**src/rtl/axim_stream_responder.sv**
```systemverilog
// axim_stream_responder
//
// Responder end of the memory-subsystem AXIM control/stream interface. It stands in for
// an AXI master plus DDR. Read commands fetch words from an external dual-port synchronous
// word RAM and stream them out. Write commands sink the incoming stream into that RAM.
//
// Ports
//   clk, rst                  clock and synchronous active-high reset
//   ctrl_r*                   read command (byte offset, byte size, start strobe, done pulse)
//   rd_t*                     read stream out (data/valid/ready/last)
//   ctrl_w*                   write command (byte offset, byte size, start strobe, done pulse)
//   wr_t*                     write stream in (data/valid/ready)
//   mem_r*                    RAM read port; data returns one cycle after mem_ren_o
//   mem_w*                    RAM write port
module axim_stream_responder #(
  parameter int unsigned C_M_AXI_ADDR_WIDTH = 32,
  parameter int unsigned C_M_AXI_DATA_WIDTH = 32,
  parameter int unsigned C_XFER_SIZE_WIDTH  = 32,
  parameter int unsigned MEM_AW             = 12
) (
  input  logic                          clk,
  input  logic                          rst,
  input  logic [C_M_AXI_ADDR_WIDTH-1:0] ctrl_raddr_offset_i,
  input  logic [C_XFER_SIZE_WIDTH-1:0]  ctrl_rxfer_size_i,
  input  logic                          ctrl_rstart_i,
  output logic                          ctrl_rdone_o,
  output logic [C_M_AXI_DATA_WIDTH-1:0] rd_tdata_o,
  output logic                          rd_tvalid_o,
  input  logic                          rd_tready_i,
  output logic                          rd_tlast_o,
  input  logic [C_M_AXI_ADDR_WIDTH-1:0] ctrl_waddr_offset_i,
  input  logic [C_XFER_SIZE_WIDTH-1:0]  ctrl_wxfer_size_i,
  input  logic                          ctrl_wstart_i,
  output logic                          ctrl_wdone_o,
  input  logic [C_M_AXI_DATA_WIDTH-1:0] wr_tdata_i,
  input  logic                          wr_tvalid_i,
  output logic                          wr_tready_o,
  output logic [MEM_AW-1:0]             mem_raddr_o,
  output logic                          mem_ren_o,
  input  logic [C_M_AXI_DATA_WIDTH-1:0] mem_rdata_i,
  output logic [MEM_AW-1:0]             mem_waddr_o,
  output logic                          mem_we_o,
  output logic [C_M_AXI_DATA_WIDTH-1:0] mem_wdata_o
);

  localparam int unsigned DW = C_M_AXI_DATA_WIDTH;
  localparam int unsigned XW = C_XFER_SIZE_WIDTH;

  typedef enum logic [1:0] {RIdle, RRun, RDone} r_state_e;
  typedef enum logic [1:0] {WIdle, WRun, WDone} w_state_e;

  // Byte-granular fields that play no part in word addressing.
  logic unused_bits;
  assign unused_bits = ^{ctrl_raddr_offset_i[1:0], ctrl_raddr_offset_i[C_M_AXI_ADDR_WIDTH-1:MEM_AW+2],
                         ctrl_waddr_offset_i[1:0], ctrl_waddr_offset_i[C_M_AXI_ADDR_WIDTH-1:MEM_AW+2],
                         ctrl_rxfer_size_i[1:0], ctrl_wxfer_size_i[1:0]};

  logic [XW-1:0] r_beats, w_beats;
  assign r_beats = {2'b00, ctrl_rxfer_size_i[XW-1:2]};
  assign w_beats = {2'b00, ctrl_wxfer_size_i[XW-1:2]};

  // ---------------------------------------------------------------------------------------
  // Read channel
  // ---------------------------------------------------------------------------------------
  r_state_e          r_state_q, r_state_d;
  logic [MEM_AW-1:0] r_addr_q, r_addr_d;
  logic [XW-1:0]     r_total_q, r_total_d;
  logic [XW-1:0]     r_issued_q, r_issued_d;
  logic              infl_q, infl_d;
  logic              infl_last_q, infl_last_d;
  logic [DW-1:0]     f_data_q [2];
  logic [DW-1:0]     f_data_d [2];
  logic [1:0]        f_last_q, f_last_d;
  logic              f_wptr_q, f_wptr_d;
  logic              f_rptr_q, f_rptr_d;
  logic [1:0]        f_cnt_q, f_cnt_d;

  logic       rd_pop;
  logic       rd_issue;
  logic [2:0] occ_after;

  assign rd_tvalid_o = (f_cnt_q != 2'd0);
  assign rd_tdata_o  = rd_tvalid_o ? f_data_q[f_rptr_q] : '0;
  assign rd_tlast_o  = rd_tvalid_o & f_last_q[f_rptr_q];
  assign rd_pop      = rd_tvalid_o & rd_tready_i;

  // Occupancy counts the beat leaving this cycle as already gone, so a steady ready stream
  // keeps one read in flight behind the head and sustains one beat per cycle.
  assign occ_after = {1'b0, f_cnt_q} + {2'b00, infl_q} - {2'b00, rd_pop};
  assign rd_issue  = (r_state_q == RRun) && (r_issued_q != r_total_q) && (occ_after < 3'd2);

  assign mem_ren_o    = rd_issue;
  assign mem_raddr_o  = r_addr_q;
  assign ctrl_rdone_o = (r_state_q == RDone);

  always_comb begin
    r_state_d   = r_state_q;
    r_addr_d    = r_addr_q;
    r_total_d   = r_total_q;
    r_issued_d  = r_issued_q;
    infl_d      = rd_issue;
    infl_last_d = rd_issue && (r_issued_q == r_total_q - XW'(1));
    case (r_state_q)
      RIdle: begin
        if (ctrl_rstart_i) begin
          r_addr_d   = ctrl_raddr_offset_i[MEM_AW+1:2];
          r_total_d  = r_beats;
          r_issued_d = '0;
          r_state_d  = (r_beats == '0) ? RDone : RRun;
        end
      end
      RRun: begin
        if (rd_issue) begin
          r_addr_d   = r_addr_q + MEM_AW'(1);
          r_issued_d = r_issued_q + XW'(1);
        end
        if (rd_pop && f_last_q[f_rptr_q]) begin
          r_state_d = RDone;
        end
      end
      RDone:   r_state_d = RIdle;
      default: r_state_d = RIdle;
    endcase
  end

  // Two-entry output FIFO fed by the RAM one cycle after each issued read.
  always_comb begin
    f_data_d = f_data_q;
    f_last_d = f_last_q;
    f_wptr_d = f_wptr_q;
    f_rptr_d = f_rptr_q;
    if (infl_q) begin
      f_data_d[f_wptr_q] = mem_rdata_i;
      f_last_d[f_wptr_q] = infl_last_q;
      f_wptr_d           = ~f_wptr_q;
    end
    if (rd_pop) begin
      f_rptr_d = ~f_rptr_q;
    end
    f_cnt_d = f_cnt_q + {1'b0, infl_q} - {1'b0, rd_pop};
  end

  always_ff @(posedge clk) begin
    if (rst) begin
      r_state_q   <= RIdle;
      r_addr_q    <= '0;
      r_total_q   <= '0;
      r_issued_q  <= '0;
      infl_q      <= 1'b0;
      infl_last_q <= 1'b0;
      f_data_q    <= '{default: '0};
      f_last_q    <= '0;
      f_wptr_q    <= 1'b0;
      f_rptr_q    <= 1'b0;
      f_cnt_q     <= '0;
    end else begin
      r_state_q   <= r_state_d;
      r_addr_q    <= r_addr_d;
      r_total_q   <= r_total_d;
      r_issued_q  <= r_issued_d;
      infl_q      <= infl_d;
      infl_last_q <= infl_last_d;
      f_data_q    <= f_data_d;
      f_last_q    <= f_last_d;
      f_wptr_q    <= f_wptr_d;
      f_rptr_q    <= f_rptr_d;
      f_cnt_q     <= f_cnt_d;
    end
  end

  // ---------------------------------------------------------------------------------------
  // Write channel
  // ---------------------------------------------------------------------------------------
  w_state_e          w_state_q, w_state_d;
  logic [MEM_AW-1:0] w_addr_q, w_addr_d;
  logic [XW-1:0]     w_total_q, w_total_d;
  logic [XW-1:0]     w_cnt_q, w_cnt_d;
  logic              w_beat;

  assign wr_tready_o  = (w_state_q == WRun);
  assign w_beat       = wr_tready_o & wr_tvalid_i;
  assign mem_we_o     = w_beat;
  assign mem_waddr_o  = w_addr_q;
  assign mem_wdata_o  = w_beat ? wr_tdata_i : '0;
  assign ctrl_wdone_o = (w_state_q == WDone);

  always_comb begin
    w_state_d = w_state_q;
    w_addr_d  = w_addr_q;
    w_total_d = w_total_q;
    w_cnt_d   = w_cnt_q;
    case (w_state_q)
      WIdle: begin
        if (ctrl_wstart_i) begin
          w_addr_d  = ctrl_waddr_offset_i[MEM_AW+1:2];
          w_total_d = w_beats;
          w_cnt_d   = '0;
          w_state_d = (w_beats == '0) ? WDone : WRun;
        end
      end
      WRun: begin
        if (w_beat) begin
          w_addr_d = w_addr_q + MEM_AW'(1);
          w_cnt_d  = w_cnt_q + XW'(1);
          if (w_cnt_q + XW'(1) == w_total_q) begin
            w_state_d = WDone;
          end
        end
      end
      WDone:   w_state_d = WIdle;
      default: w_state_d = WIdle;
    endcase
  end

  always_ff @(posedge clk) begin
    if (rst) begin
      w_state_q <= WIdle;
      w_addr_q  <= '0;
      w_total_q <= '0;
      w_cnt_q   <= '0;
    end else begin
      w_state_q <= w_state_d;
      w_addr_q  <= w_addr_d;
      w_total_q <= w_total_d;
      w_cnt_q   <= w_cnt_d;
    end
  end

endmodule

```
**config.mk**
```make
export PLATFORM = sky130hd
export DESIGN_NAME = axim_stream_responder
export DESIGN_NICKNAME = d
export VERILOG_FILES = /design/src/rtl/axim_stream_responder.sv
export SDC_FILE = /design/constraint.sdc
export NUM_CORES = 1
export LEC_CHECK = 0
export CORE_MARGIN = 3
export CORE_UTILIZATION = 38
export DETAILED_ROUTE_END_ITERATION = 8
export GPL_TIMING_DRIVEN = 0
export SETUP_SLACK_MARGIN = 0.5
export SLEW_MARGIN = 40
export SYNTH_ARGS = -nofsm -noshare
export SYNTH_HDL_FRONTEND = slang
export SYNTH_SLANG_ARGS = --single-unit
```
**constraint.sdc**
```tcl
create_clock -name clk -period 4.4 [get_ports clk]
set_input_delay 0.88 -clock clk [delete_from_list [all_inputs] [get_ports clk]]
set_output_delay 0.88 -clock clk [all_outputs]
set_load 0.02 [all_outputs]
```
Word level (Yosys, flattened, before mapping)
Cells that the tools add are included.

cells by class
  mux-type cells = 34
  equal/unequal tests = 13
  bitwise logic cells = 7
  $lt $le $gt $ge = 7
  add/subtract/negate cells = 9
  reduce and logical (&&, ||, !) cells = 19

operator list
  kind                   count
  $mux 32                10
  $pmux 32 s2            2
  $add 32x1->32 const B  2
  $bwmux 64              1
  $logic_not 32->1       2
  $mux 12                4
  $pmux 12 s2            2
  $demux 32 s1           1
  $eq 32x30->1           1
  $eq 32x32->1           1
  $ne 32x30->1           1
  $sub 30x1->31 const B  1
  $add 12x1->12 const B  2
  $mux 2                 7
  $reduce_and 3->1       3
  $pmux 2 s2             2
  $logic_and 1x1->1      6
  $ne 2x1->1 const B     3
  $ne 2x2->1 const B     3
  $reduce_and 2->1       3
  $reduce_bool 2->1      3
  $eq 2x1->1 const B     2
  $eq 2x2->1 const B     2
  $ge 2x2->1 const B     2
  15 further kinds       23

word-level totals
  flip-flop bits (word level) = 224
  logic and storage cells = 105

Longest topological paths before layout
Gate-level depths: netlist of run 1.

  depth after elaboration = 7
  gate-level depth with buffers = 16

Worst setup path before layout of run 1
No wires, ideal clock.

  path type = input to output
  start point = input port rd_tready_i
  end point = output port mem_ren_o
  data required time = 3.520 ns
  arrival time = 2.465 ns
  buffers on the path = 0
  cell stages on the path = 10
  setup slack = 1.055 ns
  cell sequence = nand2_1 inv_1 ha_1 inv_1 ha_1 inv_1 fa_1 xnor2_1 o2111ai_2 inv_1

between the ends
  longest elaborated chain between the ends = 4

ends and longest elaborated chain
  element             line  text
  start: declaration  29    input logic rd_tready_i,
  $and 1x1->1         85    assign rd_pop = rd_tvalid_o & rd_tready_i;
  via rd_pop          78    logic rd_pop;
  $sub 3x1->3         89    assign occ_after = {1'b0, f_cnt_q} + {2'b00, infl_q} - {2'b00, rd_pop};
  $lt 3x2->1          90    assign rd_issue = (r_state_q == RRun) && (r_issued_q != r_total_q) && (occ_after < 3'd2);
  $logic_and 1x1->1   90
  end: declaration    39    output logic mem_ren_o,

The timed path passes the listed nets, and every way through them passes these cells.

Final worst setup path of run 1
  start point = input port wr_tvalid_i
  end point = output port mem_we_o

between the ends
  longest elaborated chain between the ends = 1

ends and longest elaborated chain
  element             line  text
  start: declaration  36    input logic wr_tvalid_i,
  $and 1x1->1         181   assign w_beat = wr_tready_o & wr_tvalid_i;
  end: declaration    42    output logic mem_we_o,

Every way passes these cells.

==> flow_metrics.py, run 1 <==
metrics = {
    "layout": {
        "drive_above_1_share_pct": 4.93,
        "stdcell_area_um2": 16400,
        "fin_nets": 2158,
        "syn_to_final_growth_pct": 32.3,
        "final_util_pct": 51.4,
    },
    "global_routing": {
        "grt_max_degree": 13,
        "grt_pass1_vias": 12100,
        "grt_pass1_wl_um": 67600,
        "antenna_found_initial": 1,
        "grt_overflow": 0,
        "grt_usage_pct": 23.6,
    },
    "cts": {
        "clock-sinks": 224,
        "root_buffer": "clkbuf_16",
        "cts_made_buffers": 26,
        "cts_tree": "yes",
        "clk-insertion-delay-late_ns": 0.53,
        "holdBufCountCts": 0,
        "clockBufferDepth": 3,
        "cts.htree.levels": 1,
        "path_clk_slew_ns": 0.05,
    },
    "critical_path": {
        "crit_path_start": "wr_tvalid_i",
        "path_buf_inv": 4,
        "worstPathRequired_ns": 3.52,
        "worstReg2RegStart": "f_cnt_q[1]",
        "critical_path.cell_chain": "dlygate4sd2_1 -> nand2_2 -> inv_2 -> clkbuf_2 -> clkdlybuf4s50_1",
        "path_delay_family": "buffers and inverters",
        "cpMaxStageDelayCell": "clkdlybuf4s50_1",
        "end_kind": "output pin",
        "cp.arrival_ns": 2.94,
        "critPathMaxFanout": 10,
        "critical_path_class": "input port to output pin",
        "start_kind": "input port",
        "max_stage_delay_ns": 0.67,
    },
    "logic_synthesis": {
        "async_flop_share_pct": 0,
        "synthAdderAreaFrac_pct": 0.868,
        "synth_cell_types": 74,
        "yosysSeqAreaShare_pct": 36.2,
        "synth-simple-area-share_pct": 30.6,
        "synth_top_area_share_pct": 36.2,
        "synth_edf_count": 0,
        "ys.warnings.count": 0,
        "synth_seq_cells": 224,
        "synth_compound_area_share_pct": 15.7,
        "synth_cells": 1672,
        "synth.avg_cell_area_um2": 7.41,
        "synthMuxAreaShare_pct": 3.32,
        "synth_nets": 1878,
        "synth_area_leaders": "dfxtp_1, nand2_1, a21oi_1",
        "synth.largest_area_cell": "dfxtp_1",
        "synth.cell_area_um2": 12400,
        "synth_top_family_by_area": "simple AND/OR/NAND/NOR gates",
        "yosys.area_share.xor_xnor_pct": 8.41,
        "synth_top_flop_cell": "dfxtp_1",
    },
    "pwr": {
        "ir_drop_mv": 0.256,
        "power_frac_clock_pct": 36.8,
        "power_mw": 6.13,
        "p_seq_share_pct": 37.4,
        "comb_power_share_pct": 25.8,
        "internal_power_mw": 4.23,
        "switching_share_pct": 31.0,
        "pwr_density_cell_nw_per_um2": 374,
        "leakagePower_nw": 5.88,
        "netSwitchingPower_mw": 1.90,
    },
    "floorplanning": {
        "dieArea_um2": 34800,
        "core_um2": 31900,
        "die_y_um": 187,
        "rows": 65,
        "start_util_pct": 38.9,
        "pin_count": 293,
        "die_w_um": 187,
    },
    "min_path": {
        "hold_path.class": "flop to flop",
        "min_from": "f_data_q[55]",
    },
    "sta": {
        "relSlewSlack_pct": 44.4,
        "hold_violations": 0,
        "fmax_mhz": 262,
        "worst_pin_slew_ns": 0.827,
        "finalCritPeriodShare_pct": 86.7,
        "fin_skew_ns": 0.0152,
        "setup_tns_ns": 0,
        "setup_viol_count_final": 0,
        "drv_slew": 0,
        "min_period_ns": 3.82,
        "rsz0062_at_grt": "no",
        "fin_ws_ns": 0.585,
    },
    "route": {
        "vias": 12800,
        "drcViolationCount": 0,
        "drtPass1Iterations": 5,
        "detail_route.wl_per_cell_um": 17.8,
        "vias_per_cell": 5.34,
        "drt-total-wl_um": 42800,
        "postRouteAntennaNets": 0,
        "first_iter_violations": 971,
    },
    "placed_design": {
        "dpl-instance-area_um2": 15400,
        "numPortBuffers": 248,
        "dp_slack_ns": -0.386,
        "gp_congestion": 0.925,
        "hpwlAfterDp_um": 32500,
    },
    "run": {
        "cap_violations": 0,
    },
    "status": {
        "outcome": "finished, final reports clean",
    },
}
final timing paths:
check / to / slack (ns) / depth (start not counted)
max: mem_we_o / 0.58 / 5
max reg2reg: mem_raddr_o[7] / 0.84 / 16
min: f_data_q[55] / 0.45 / 2
min reg2reg: f_data_q[55] / 0.45 / 2
synthesized netlist by cell type, types with 5 or more instances:
master and n:
xnor2_1 47, nand2_1 342, ha_1 7, nor2_1 167, or3_1 16, a22oi_1 9, inv_1 21, a211oi_1 17
nand2b_1 9, and2_1 8, buf_1 5, a31oi_1 10, nand3_1 42, nand4_1 33, a211o_1 5, o21ai_1 11
and3_1 54, nor2b_1 10, dfxtp_1 224, buf_2 16, o22ai_1 9, o21ai_0 39, a21oi_1 191, clkbuf_1 100
nor4_1 33, nor3_1 35, xor2_1 72, and4_1 9, mux2i_1 40, a311oi_1 13, nand3b_1 6
what timing repair did:
item                                    in CTS  in global routing
buffers inserted                             2                  2
pin swaps                                    3                  4
endpoints found under the setup margin      44                  1
gates resized for setup                     11                  6
sequential cells by signal, indices dropped and copies added, names as in the netlist:
register and count:
mem_raddr_o 12, r_total_q 30, f_wptr_q 1, w_cnt_q 32, w_state_q 2, mem_waddr_o 12, r_issued_q 32, infl_q 1
r_state_q 2, f_cnt_q 2, f_data_q 64, f_last_q 2, infl_last_q 1, f_rptr_q 1, w_total_q 30
worst min-delay path, delay by kind of cell (launching register included):
kind               cells  cell delay (ns)
DFF                    1             0.30
AOI/OAI and AO/OA      1             0.05
and+or+nand+nor        1             0.05
cell usage in the layout, fill, tap and decap left out, types with 16 or more instances in the layout:
master / Yosys / layout
nor3_1: 35 / 35
xnor2_1: 47 / 46
clkdlybuf4s50_1: 0 / 245
xor2_1: 72 / 72
and3_1: 54 / 54
inv_1: 21 / 20
a211oi_1: 17 / 17
nand3_1: 42 / 42
or3_1: 16 / 16
nor4_1: 33 / 33
o21ai_0: 39 / 39
dfxtp_1: 224 / 224
nor2_1: 167 / 166
nand2_1: 342 / 340
buf_2: 16 / 16
a21oi_1: 191 / 191
clkbuf_16: 0 / 27
nand4_1: 33 / 33
mux2i_1: 40 / 40
clkbuf_1: 100 / 103
per-stage QoR:
stage                     hold WS (ns)  std cells
after floorplan                  0.431       1672
after global placement           0.441       2355
after detailed placement         0.446       2355
after CTS                        0.454       2401
after global routing             0.467       2404
final                            0.453       2404
metal layers:
layer	GRT usage [%]	up-vias	wire, um
met1	31.4	6053	19000
met3	3.19	72	2210
met2	40.0	349	20300
li1	-	6360	-
met5	0	-	0
met4	7.07	0	1380
layout make-up:
cell class / instances / area (um^2)
Sequential cell: 224 / 4480
Inverter: 23 / 86.3
Antenna cell: 1 / 2.50
Tap cell: 435 / 544
Buffer: 126 / 514
Multi-Input combinational cell: 1299 / 7350
Timing Repair Buffer: 252 / 2510
Fill cell: 3209 / 15500
Clock buffer: 36 / 749
Clock inverter: 8 / 140
power by group through the flow:
| stage | Clock, mW | Sequential, mW | Combinational (mW) |
|---|---|---|---|
| finish | 2.25 | 2.29 | 1.58 |
| detailed placement | 0 | 2.33 | 1.51 |
| global route | 2.39 | 2.31 | 1.72 |
| CTS | 2.31 | 2.29 | 1.56 |
| floorplan | 0 | 2.33 | 0.886 |
| global placement | 0 | 2.32 | 1.50 |
cell families (layout without fill, tap and decap cells):
| kind of cell | Yosys count | in the layout |
|---|---|---|
| and+or+nand+nor | 797 | 797 |
| AOI/OAI and AO/OA | 334 | 334 |
| DFF | 224 | 224 |
| buffers and inverters | 149 | 445 |
| xor gates and xnor gates | 119 | 119 |
| muxes | 41 | 41 |
| adders and majority gates | 8 | 8 |
| other | 0 | 1 |
Power figures use the tool's default switching activity.
==> run 2: changes to the inputs <==
- GPL_ROUTABILITY_DRIVEN: unset -> 0
==> flow_metrics.py, run 2 (synthesized netlist as in run 1, its figures left out) <==
metrics = {
    "status": {
        "outcome": "finished, final reports clean",
    },
    "placed_design": {
        "hpwlAfterDp_um": 32400,
        "dp_slack_ns": -0.308,
        "dp_cells": 2355,
        "dpl-instance-area_um2": 15400,
        "numPortBuffers": 248,
    },
    "critical_path": {
        "end_kind": "output pin",
        "cp.arrival_ns": 2.94,
        "start_kind": "input port",
        "worstPathRequired_ns": 3.52,
        "critPathMaxFanout": 3,
        "critical_path_class": "input port to output pin",
    },
    "sta": {
        "holdWs_ns": 0.453,
        "hold_violations": 0,
        "fin_skew_ns": 0.0164,
        "fin_ws_ns": 0.577,
        "setup_viol_count_final": 0,
        "setup_tns_ns": 0,
        "finalCritPeriodShare_pct": 86.9,
        "drv_slew": 0,
        "relSlewSlack_pct": 47.1,
        "min_period_ns": 3.82,
        "worst_pin_slew_ns": 0.788,
        "fmax_mhz": 262,
        "rsz0062_at_grt": "no",
    },
    "global_routing": {
        "met2_usage_pct": 39.8,
        "grt_pass1_vias": 12300,
        "busiest_layer": "met2",
        "grt_pass1_wl_um": 67500,
        "met3_usage_pct": 3.04,
        "grt_max_degree": 14,
        "grt_overflow": 0,
        "groute.layer.met1.usage_pct": 31.0,
        "antenna_found_initial": 2,
        "grt_usage_pct": 23.6,
    },
    "pwr": {
        "pwr_density_cell_nw_per_um2": 378,
        "ir_drop_mv": 0.309,
        "leakagePower_nw": 5.89,
        "power_mw": 6.22,
    },
    "layout": {
        "drive_above_1_share_pct": 5.37,
        "fin_nets": 2159,
        "stdcell_area_um2": 16500,
        "final_util_pct": 51.6,
        "instances_no_fill": 2410,
        "syn_to_final_growth_pct": 32.8,
        "reg_top3": "f_data_q x64, r_issued_q x32, w_cnt_q x32",
        "largest_reg_flops": 64,
        "top_register": "f_data_q",
        "fillers": 3130,
        "mostFrequentLayoutCell": "nand2_1",
        "final_cell_mix": "nand2_1, clkdlybuf4s50_1, dfxtp_1, a21oi_1, nor2_1",
    },
    "route": {
        "vias_per_cell": 5.30,
        "drtPass1Iterations": 5,
        "drcViolationCount": 0,
        "detail_route.wl_per_cell_um": 17.9,
        "drt-total-wl_um": 43100,
        "first_iter_violations": 892,
        "vias": 12800,
        "postRouteAntennaNets": 0,
    },
    "floorplanning": {
        "start_util_pct": 38.9,
        "dieArea_um2": 34800,
        "die_y_um": 187,
        "core_um2": 31900,
        "rows": 65,
        "pin_count": 293,
        "die_w_um": 187,
    },
    "cts": {
        "holdBufCountCts": 0,
        "cts_made_buffers": 26,
        "clk-insertion-delay-late_ns": 0.53,
        "cts.htree.levels": 1,
        "root_buffer": "clkbuf_16",
        "cts_tree": "yes",
        "path_clk_slew_ns": 0.06,
        "clockBufferDepth": 3,
        "clock-sinks": 224,
    },
    "run": {
        "cap_violations": 0,
    },
    "min_path": {
        "hold_path.class": "flop to flop",
    },
}
[run 2: cell types whose count changed in the layout (fill, tap and decap cells not counted), sizes merged]
cell / before / now
diode: 1 / 2
buf: 30 / 31
clkinvlp: 0 / 2
dlymetal6s2s: 1 / 0
clkdlybuf4s50: 245 / 246
bufinv: 4 / 3
clkinv: 4 / 7
[run 2: timing repair]
item,CTS,global route
setup endpoints to repair,44,3
resized for setup,12,5
pin swaps,3,4
setup buffers,2,3
[run 2: where the power goes]
group,total [mW],leakage [nW],switching (mW),internal [mW]
clock network,2.31,0.462,0.888,1.43
logic,1.61,3.61,0.929,0.678
registers,2.29,1.82,0.134,2.16
total,6.22,5.89,1.95,4.27
[run 2: per-layer routing]
layer  routed length (um)  vias up
met5                    0        -
li1                     -     6362
met1                19100     5925
met2                20100      390
met4                 1690        0
met3                 2100       94
[run 2: area by class of cell]
class / instances / area (um^2) / share of cell area [%]
antenna: 2 / 5.00 / 0.0304
buffer: 126 / 514 / 3.13
sequential: 224 / 4480 / 27.3
timing repair buffer: 253 / 2520 / 15.3
clock buffer: 36 / 790 / 4.80
multi-input combinational: 1299 / 7370 / 44.8
clock inverter: 12 / 144 / 0.875
tap: 435 / 544 / 3.31
inverter: 23 / 86.3 / 0.525
[run 2: worst paths after layout]
path | startpoint | to | slack (ns) | cells after the start
setup reg to reg | f_cnt_q[1] | mem_raddr_o[7] | 0.84 | 16
setup / recovery | rd_tready_i | mem_ren_o | 0.58 | 12
hold reg to reg | f_last_q[0] | f_last_q[0] | 0.45 | 2
hold / removal | f_last_q[0] | f_last_q[0] | 0.45 | 2
[run 2: critical path, cell delays in order]
cell	delay (ns)
clkdlybuf4s50_1	0.47
nand2_2	0.09
inv_1	0.08
ha_1	0.22
inv_1	0.06
ha_1	0.13
inv_1	0.05
fa_2	0.40
xnor2_4	0.18
o2111ai_4	0.19
inv_2	0.09
buf_6	0.11
==> run 3: changes to the inputs <==
- CORE_ASPECT_RATIO: unset -> 1.25
- GPL_TIMING_DRIVEN: 0 -> unset
==> flow_metrics.py, run 3 (synthesized netlist as in run 1, its figures left out) <==
metrics = {
    "floorplanning": {
        "dieArea_um2": 34800,
        "pin_count": 293,
        "start_util_pct": 38.8,
        "rows": 73,
        "die_w_um": 168,
        "core_um2": 32000,
        "die_y_um": 208,
    },
    "sta": {
        "min_period_ns": 3.85,
        "holdWs_ns": 0.452,
        "hold_violations": 0,
        "fin_skew_ns": 0.0311,
        "drv_slew": 0,
        "setup_tns_ns": 0,
        "relSlewSlack_pct": 45.9,
        "setup_viol_count_final": 0,
        "fmax_mhz": 260,
        "rsz0062_at_grt": "yes",
        "finalCritPeriodShare_pct": 87.6,
        "fin_ws_ns": 0.548,
        "worst_pin_slew_ns": 0.812,
    },
    "pwr": {
        "leakagePower_nw": 5.69,
        "pwr_density_cell_nw_per_um2": 367,
        "ir_drop_mv": 0.416,
    },
    "cts": {
        "cts_made_buffers": 25,
        "clk-insertion-delay-late_ns": 0.53,
        "path_clk_slew_ns": 0.05,
        "root_buffer": "clkbuf_16",
        "holdBufCountCts": 0,
        "clock-sinks": 224,
        "cts.htree.levels": 1,
        "clockBufferDepth": 3,
        "cts_tree": "yes",
    },
    "status": {
        "outcome": "finished, final reports clean",
    },
    "layout": {
        "multi_input_area_um2": 7330,
        "fin_nets": 2051,
        "syn_to_final_growth_pct": 28.5,
        "final_cell_mix": "nand2_1, clkdlybuf4s50_1, dfxtp_1, a21oi_1, nor2_1",
        "fillers": 3215,
        "area.sequential_um2": 4490,
        "largest_reg_flops": 64,
        "top_register": "f_data_q",
        "drive_above_1_share_pct": 5.05,
        "instances_no_fill": 2275,
        "mostFrequentLayoutCell": "nand2_1",
        "final_util_pct": 49.8,
        "reg_top3": "f_data_q x64, r_issued_q x32, w_cnt_q x32",
    },
    "route": {
        "drtPass1Iterations": 5,
        "drcViolationCount": 0,
        "detail_route.wl_per_cell_um": 16.8,
        "vias": 12200,
        "postRouteAntennaNets": 0,
        "first_iter_violations": 722,
        "drt-total-wl_um": 38200,
        "vias_per_cell": 5.36,
    },
    "global_routing": {
        "grt_pass1_wl_um": 61500,
        "grt_usage_pct": 20.9,
        "grt_max_degree": 114,
        "antenna_found_initial": 1,
        "grt_pass1_vias": 11700,
        "grt_overflow": 0,
    },
    "critical_path": {
        "critPathMaxFanout": 3,
        "worstPathRequired_ns": 3.52,
        "cp.arrival_ns": 2.97,
        "end_kind": "output pin",
        "critical_path_class": "input port to output pin",
        "start_kind": "input port",
    },
    "placed_design": {
        "hpwlAfterDp_um": 27300,
        "dp_slack_ns": 0.188,
        "numPortBuffers": 248,
        "dp_cells": 2229,
    },
    "run": {
        "cap_violations": 0,
    },
    "min_path": {
        "hold_path.class": "flop to flop",
    },
}
-- run 3: power breakdown --
part           switching [mW]  total (mW)  internal, mW
registers               0.171        2.33          2.16
clock network           0.831        2.11          1.27
logic                   0.793        1.41         0.622
-- run 3: critical path, cell delays in order --
cell and delay [ns]:
clkdlybuf4s50_1 0.40, nand2_1 0.11, inv_1 0.06, ha_1 0.26
inv_1 0.05, ha_1 0.13, inv_1 0.05, fa_1 0.40
xnor2_2 0.15, o2111ai_2 0.14, inv_1 0.08, clkdlybuf4s15_2 0.26
-- run 3: area by class of cell --
cell class | count | area share (%)
diodes | 1 | 0.0157
clock inverters | 6 | 0.503
clock buffers | 38 | 4.67
well taps | 412 | 3.24
flip-flops and latches | 224 | 28.2
multi-input cells | 1299 | 46.0
inverters | 23 | 0.558
repair buffers | 272 | 16.8
-- run 3: path summary, 6_finish.rpt --
path	startpoint	end	slack, ns	cells past startpoint
max reg2reg	f_cnt_q[1]	r_issued_q[31]	1.15	16
min	f_data_q[42]	f_data_q[42]	0.45	2
min reg2reg	f_data_q[42]	f_data_q[42]	0.45	2
max	rd_tready_i	mem_ren_o	0.55	12
-- run 3: timing repair --
action | 4_1_cts | 5_1_grt
setup buffers | 0 | 0
endpoints found under the setup margin | 1 | 34
resized for setup | 3 | 3
-- run 3: per-stage QoR --
| stage | cell area [um^2] | power, mW |
|---|---|---|
| finish | 15900 | 5.85 |
| global route | 15900 | 6.14 |
| CTS | 15900 | 5.90 |
| detailed placement | 15100 | 3.78 |
| global placement | 15100 | 3.76 |
| floorplan | 12400 | 3.22 |
-- run 3: per-layer routing --
metal	share of wire, %	wire length, um	global-route usage [%]	up-vias
met5	0	0	0	-
met4	3.1	1180	6.66	0
met3	3.5	1330	2.00	72
met2	51	19300	37.5	254
met1	43	16400	26.5	5722
li1	-	-	-	6136
